==> src/rtl/ship_ctr_seg_display.sv <==
// Four-digit multiplexed seven-segment driver for the ship counters.
// Left pair shows my ships, right pair shows enemy ships; an empty side blinks "0".
module ship_ctr_seg_display #(
    parameter int REFRESH_CYCLES = 65000,
    parameter int BLINK_SLOTS    = 250
) (
    input  logic       clk,
    input  logic       rst,
    input  logic [3:0] my_ctr,
    input  logic [3:0] en_ctr,
    input  logic       game_active,
    output logic [6:0] seg,
    output logic [3:0] an
);

    localparam int CW = $clog2(REFRESH_CYCLES);
    localparam int BW = $clog2(BLINK_SLOTS) + 1;

    localparam logic [6:0] SEG_BLANK = 7'b1111111;
    localparam logic [6:0] SEG_DASH  = 7'b0111111;

    logic [3:0]    my_q, my_d;
    logic [3:0]    en_q, en_d;
    logic          act_q, act_d;
    logic [CW-1:0] cnt_q, cnt_d;
    logic [1:0]    idx_q, idx_d;
    logic [BW-1:0] bcnt_q, bcnt_d;
    logic          phase_q, phase_d;
    logic [6:0]    seg_q, seg_d;
    logic [3:0]    an_q, an_d;

    logic       wrap;
    logic       scan_end;
    logic [3:0] side_ctr;
    logic       is_tens;
    logic       tens;
    logic [3:0] units;

    function automatic logic [6:0] enc(input logic [3:0] d);
        logic [6:0] s;
        case (d)
            4'd0:    s = 7'b1000000;
            4'd1:    s = 7'b1111001;
            4'd2:    s = 7'b0100100;
            4'd3:    s = 7'b0110000;
            4'd4:    s = 7'b0011001;
            4'd5:    s = 7'b0010010;
            4'd6:    s = 7'b0000010;
            4'd7:    s = 7'b1111000;
            4'd8:    s = 7'b0000000;
            4'd9:    s = 7'b0010000;
            default: s = SEG_BLANK;
        endcase
        return s;
    endfunction

    // Input snapshot, slot/digit scan and blink timing (blink counts full scans).
    always_comb begin
        my_d     = my_ctr;
        en_d     = en_ctr;
        act_d    = game_active;
        wrap     = (cnt_q == CW'(REFRESH_CYCLES - 1));
        scan_end = wrap && (idx_q == 2'd0);
        cnt_d    = wrap ? '0 : cnt_q + 1'b1;
        idx_d    = wrap ? idx_q - 2'd1 : idx_q;
        bcnt_d   = bcnt_q;
        phase_d  = phase_q;
        if (scan_end) begin
            if (bcnt_q == BW'(BLINK_SLOTS - 1)) begin
                bcnt_d  = '0;
                phase_d = ~phase_q;
            end else begin
                bcnt_d = bcnt_q + 1'b1;
            end
        end
    end

    // Segment pattern and anode select for the digit currently being scanned.
    always_comb begin
        side_ctr = idx_q[1] ? my_q : en_q;
        is_tens  = idx_q[0];
        tens     = (side_ctr >= 4'd10);
        units    = tens ? side_ctr - 4'd10 : side_ctr;
        seg_d    = SEG_BLANK;
        if (!act_q) begin
            seg_d = SEG_DASH;
        end else if (side_ctr == 4'd0) begin
            if (!is_tens && phase_q) seg_d = enc(4'd0);
        end else if (is_tens) begin
            if (tens) seg_d = enc(4'd1);
        end else begin
            seg_d = enc(units);
        end
        an_d = ~(4'b0001 << idx_q);
    end

    // All state, with synchronous reset back to the start of a scan.
    always_ff @(posedge clk) begin
        if (rst) begin
            my_q    <= '0;
            en_q    <= '0;
            act_q   <= 1'b0;
            cnt_q   <= '0;
            idx_q   <= 2'd3;
            bcnt_q  <= '0;
            phase_q <= 1'b1;
            seg_q   <= SEG_BLANK;
            an_q    <= 4'b1111;
        end else begin
            my_q    <= my_d;
            en_q    <= en_d;
            act_q   <= act_d;
            cnt_q   <= cnt_d;
            idx_q   <= idx_d;
            bcnt_q  <= bcnt_d;
            phase_q <= phase_d;
            seg_q   <= seg_d;
            an_q    <= an_d;
        end
    end

    assign seg = seg_q;
    assign an  = an_q;

endmodule

==> config.mk <==
export PLATFORM = sky130hd
export DESIGN_NAME = ship_ctr_seg_display
export DESIGN_NICKNAME = d
export VERILOG_FILES = /design/src/rtl/ship_ctr_seg_display.sv
export SDC_FILE = /design/constraint.sdc
export NUM_CORES = 1
export LEC_CHECK = 0
export BUFFER_PORTS_ARGS = -buffer_cell sky130_fd_sc_hd__buf_4
export CAP_MARGIN = 20
export CORE_MARGIN = 3
export CORE_UTILIZATION = 55
export DETAILED_ROUTE_END_ITERATION = 12
export PLACE_DENSITY = 0.77
export SKIP_LAST_GASP = 1
export SLEW_MARGIN = 20
export SYNTH_ARGS = -nofsm -noshare
export SYNTH_HDL_FRONTEND = slang
export SYNTH_SLANG_ARGS = --single-unit
export TNS_END_PERCENT = 5
==> constraint.sdc <==
create_clock -name clk -period 2.8 [get_ports clk]
set_clock_uncertainty 0.05 [all_clocks]
set_input_delay 0 -clock clk [delete_from_list [all_inputs] [get_ports clk]]
set_output_delay 0 -clock clk [all_outputs]
set_load 0.05 [all_outputs]
[Word level (Yosys, flattened, before mapping)]
Memories as Yosys holds them, arrays and structs flattened.
Index checks and enable logic that the tools add are counted.
Operators by class
  mux-type cells: 8
  bitwise gates (word level): 3
  $add $sub $neg: 4
  reduce and logical (&&, ||, !) cells: 8
  order comparisons: 1
  equality and inequality tests: 2
  shift operators: 1
Operator list (count)
  7-bit 2-to-1 mux: 3
  16-bit by 1-bit adder with 16-bit output (second input constant): 1
  16-bit == test (second input constant): 1
  9-bit by 1-bit adder with 9-bit output (second input constant): 1
  9-bit by 8-bit == test with 1-bit output (second input constant): 1
  9-bit 2-to-1 mux: 1
  4-bit 2-to-1 mux: 2
  6-bit 2-to-1 mux: 1
  4-bit greater-or-equal comparator (second input constant): 1
  4-bit zero test: 1
  4-bit inverter: 1
  2-bit OR reduction: 2
  1-bit by 2-bit left shift with 4-bit output (first input constant): 1
  4-bit subtractor (second input constant): 1
  3-bit 2-to-1 mux: 1
  1-bit logical AND: 2
  2-bit zero test: 1
  1-bit inverter: 2
  2-bit AND reduction: 1
  2-bit by 1-bit subtractor with 2-bit output (second input constant): 1
  1-bit zero test: 1
Word-level totals
  output and inout bits: 11
  bits in read-only memories: 112
  memories: 1
  word-level logic and storage cells: 38
  register bits: 48
  input port bits: 11
Memory list
  (name not given): words 16, bits a word 7, rd ports 1, clocked after memory_dff 0, write ports 0, RTL line 41  | case (d)

[Longest topological paths before layout]
An unclocked memory read counts as a cell.
  word-level depth: 7
  mapped depth: 10
  gate-level depth less buffers: 9

[Least setup slack after synthesis]
OpenSTA, ideal clock, no wires.
  path kind: register to register
  start point: register idx_q[1]
  end point: register seg_q[5] (netlist: seg[5])
  path slack: 0.575 ns
  library setup time: 0.148 ns
  clock period less this slack: 2.225 ns
  buffers on the path: 1
  arrival time: 2.027 ns
  cell stages (with the launch flop): 8
  cells stage by stage: dfxtp_1 -> buf_2 -> mux2i_1 -> ha_1 -> o31ai_1 -> a21oi_1 -> nor4_1 -> o21ai_0
Between the ends
  cells in the longest elaborated chain, start to end: 6
  elaborated cells between the ends (all ways): 8
RTL lines
  start, declared: RTL line 26  | logic [1:0] idx_q, idx_d;
  start signal, assigned: RTL line 114  | idx_q <= idx_d;
  4-bit 2-to-1 mux *: RTL line 80  | side_ctr = idx_q[1] ? my_q : en_q;
  4-bit subtractor or 4-bit greater-or-equal comparator (tied branches): RTL line 83, 82
  4-bit 2-to-1 mux: RTL line 83  | units = tens ? side_ctr - 4'd10 : side_ctr;
  memory 16 x 7 bit
  7-bit 2-to-1 mux: RTL line 89  | end else if (is_tens) begin
  7-bit 2-to-1 mux *: RTL line 87  | end else if (side_ctr == 4'd0) begin
  end signal, assigned: RTL line 117  | seg_q <= seg_d;
  end, declared: RTL line 29  | logic [6:0] seg_q, seg_d;
Mark *: on every way between the ends. The rest lies on a longest branch, timed or not.
A chain may end at the register's enable or synchronous reset.

[Worst setup path after layout]
  start point: register idx_q[1]
  end point: register seg_q[2] (netlist: seg[2])
Same word-level chain as after synthesis.

==> impl_metrics.tcl <==
set metrics [dict create \
    drt_wl_total_mm 4.50 \
    coreArea_mm2 0.00383 \
    synth_ff_type "dfxtp_1" \
    vias 1886 \
    firstDrtPassIters 4 \
    grt_pass1_wl_mm 7.62 \
    r2r_end "seg[2]$_SDFF_PP1_" \
    crit_type "reg -> reg" \
    ant_nets 0 \
    grt_util_all_layers_pct 19.0 \
    path_max_fanout 15 \
    gp_congestion 0.809 \
    worst_pin_slew_ns 0.629 \
    route.detailed.drc 0 \
    root_buffer "clkbuf_8" \
    synth_nets 281 \
    syn-cell-area_mm2 0.00229 \
    yosysTopAreaCell "dfxtp_1" \
    cts_buffers 5 \
    ys_ff_latch 48 \
    ir_drop_uv 330 \
    power_density_mw_per_mm2 486 \
    finalHoldViolations 0 \
    cp-startpoint "idx_q[1]$_SDFFE_PP1N_" \
    rows 22 \
    wl_per_cell_um 12.9 \
    start_kind "flip-flop" \
    routed_via_density 5.42 \
    grt_util_met1_pct 26.4 \
    dieArea_mm2 0.00497 \
    cts_setup_buffers 0 \
    antenna_cells 0 \
    synth_area_per_cell_um2 8.91 \
    fill_cells 280 \
    required_ns 2.98 \
    min_from "cnt_q[0]$_SDFF_PP0_" \
    r2r_start "idx_q[1]$_SDFFE_PP1N_" \
    yosysUniqueCellTypes 41 \
    drt_iter0_drc 120 \
    drv_slew 0 \
    cts.sinks 48 \
    crit_arrival_ns 2.57 \
    leakagePower_nw 1.16 \
    yosys_warnings 0 \
    h-tree-depth 2 \
    fmax_ghz 0.417 \
    grt_max_degree 21 \
    met2_usage_pct 29.1 \
    outcome "finished clean" \
    endpoint "seg[2]$_SDFF_PP1_" \
    drv_cap 0 \
    ys_async_sr_fraction_pct 0 \
    grt_pass1_vias 1682 \
    ys_top_cells_by_area "dfxtp_1, ha_1, nand2_1" \
    relSlewSlack_pct 57.5 \
    min_period_over_period_pct 85.6 \
    fp.dieW_um 70.5 \
    worst-r2r-setup-slack_ns 0.40 \
    period_needed_ns 2.40 \
    hpwl_mm 2.89 \
    setup_viol 0 \
    placedCellCount 321 \
    hold_depth 1 \
    start_util_pct 59.8 \
    synth_edf_count 0 \
    dieHeight_um 70.5 \
    finalNonFillerCells 348 \
    grt_busiest_layer "met2" \
    area_growth_pct 22.5 \
    cts.path.max_buffers 2 \
    path_clk_slew_ns 0.09 \
    rr_worst_depth 6 \
    hold_path_class "reg -> reg" \
    whs_ns 0.421 \
    setup_tns_ns 0 \
    portBuffers 21 \
    grt-ovfl-total 0 \
    nNetsFinal 323 \
    yosysSeqAreaShare_pct 42.0 \
    rsz0062_at_grt "no" \
    power_w 0.00136 \
    io_pins 22 \
    insertion_delay_ns 0.30 \
    drive_above_1_share_pct 12.7 \
    endpoint_kind "flip-flop" \
    tritoncts "yes" \
    gr-usage-met3_pct 4.03 \
    antenna_found_initial 0 \
    synth_cells 257 \
    synth.top_cell.area_share_pct 42.0 \
]
synthesized netlist by cell type, drive strengths merged, types with 2 or more instances:
cell and n:
o21ai 9, nor2 29, mux2i 6, a22oi 2
nand2 30, nand3 10, and3 4, and4 2
xor2 8, clkbuf 3, a31oi 3, nand2b 2
nand4 8, a211o 3, or3 5, o211ai 2
o31ai 5, a21oi 14, inv 9, nor3 6
or4 2, ha 13, nor2b 10, nor4 3
xnor2 8, dfxtp 48, buf 3
kinds of logic (layout without fill, tap and decap cells):
group | after synthesis | after routing | synth area share, %
AOI/OAI and AO/OA | 42 | 42 | 11.9
muxes | 7 | 7 | 3.11
xor gates and xnor gates | 16 | 16 | 6.12
adders and majority gates | 13 | 13 | 7.10
buffers and inverters | 15 | 58 | 2.90
DFF | 48 | 48 | 42.0
and+or+nand+nor | 116 | 116 | 26.9
report_power, final:
part | switching, W | total (W) | internal (W)
sequential | 0.00000984 | 0.000705 | 0.000695
clock | 0.000221 | 0.000536 | 0.000315
combinational | 0.0000634 | 0.000122 | 0.0000584
per-stage QoR:
| stage | setup WS, ns | utilization [%] | cell area [um^2] |
|---|---|---|---|
| finish | 0.404 | 73.3 | 2810 |
| global route | 0.182 | 73.3 | 2810 |
| CTS | 0.249 | 73.2 | 2800 |
| detailed placement | 0.271 | 64.9 | 2480 |
| global placement | 0.423 | 64.9 | 2480 |
| floorplan | 0.575 | - | 2290 |
metal layers:
layer / vias to the layer above / wire length (um)
met5: - / 0
met2: 50 / 2000
met4: 0 / 67
li1: 990 / -
met3: 7 / 245
met1: 839 / 2190
worst min path at each step:
stage,end,slack [ns]
3_5_place_dp,my_q[2]$_SDFF_PP0_,0.17
3_3_place_gp,act_q$_SDFF_PP0_,0.16
2_1_floorplan,act_q$_SDFF_PP0_,0.08
4_1_cts,cnt_q[0]$_SDFF_PP0_,0.42
5_1_grt,cnt_q[0]$_SDFF_PP0_,0.43
6_report,cnt_q[0]$_SDFF_PP0_,0.42
final cells by class:
cell class,instances,area [um^2],share of cell area (%)
well taps,48,60.1,2.14
clock inverters,1,30.0,1.07
clock buffers,7,96.3,3.43
repair buffers,41,355,12.7
inverters,9,33.8,1.20
flip-flops and latches,48,961,34.3
multi-input cells,194,1270,45.2
cell usage in the layout, fill, tap and decap left out, types with 3 or more instances in the layout:
| master | count |
|---|---|
| nor2_1 | 28 |
| mux2i_1 | 6 |
| o31ai_1 | 5 |
| buf_4 | 22 |
| nand2_1 | 30 |
| xnor2_1 | 8 |
| and3_1 | 4 |
| inv_1 | 9 |
| a211o_1 | 3 |
| nand3_1 | 10 |
| nor2b_1 | 10 |
| nand4_1 | 8 |
| clkbuf_8 | 7 |
| dfxtp_1 | 48 |
| or3_1 | 5 |
| dlygate4sd3_1 | 19 |
| a21oi_1 | 14 |
| xor2_1 | 8 |
| nor3_1 | 6 |
| o21ai_0 | 9 |
| a31oi_1 | 3 |
| ha_1 | 13 |
flip-flops by register name, summed over array words and instances (netlist names):
| name | flops |
|---|---|
| act_q | 1 |
| en_q | 4 |
| an | 4 |
| cnt_q | 16 |
| my_q | 4 |
| bcnt_q | 9 |
| phase_q | 1 |
| seg | 7 |
| idx_q | 2 |
worst max-delay path, stage by stage, from the launching register on:
cell     delay, ns
dfxtp_1       0.69
mux2i_1       0.46
ha_1          0.35
a211o_1       0.31
a21oi_1       0.21
nor4_2        0.09
a22oi_1       0.16
repair_timing:
action,CTS,global route
setup endpoints to repair,0,4
gates resized for setup,0,1
endpoints found under the hold margin,18,0
hold buffers,19,0
No activity file was read; power rests on OpenSTA's default activity.
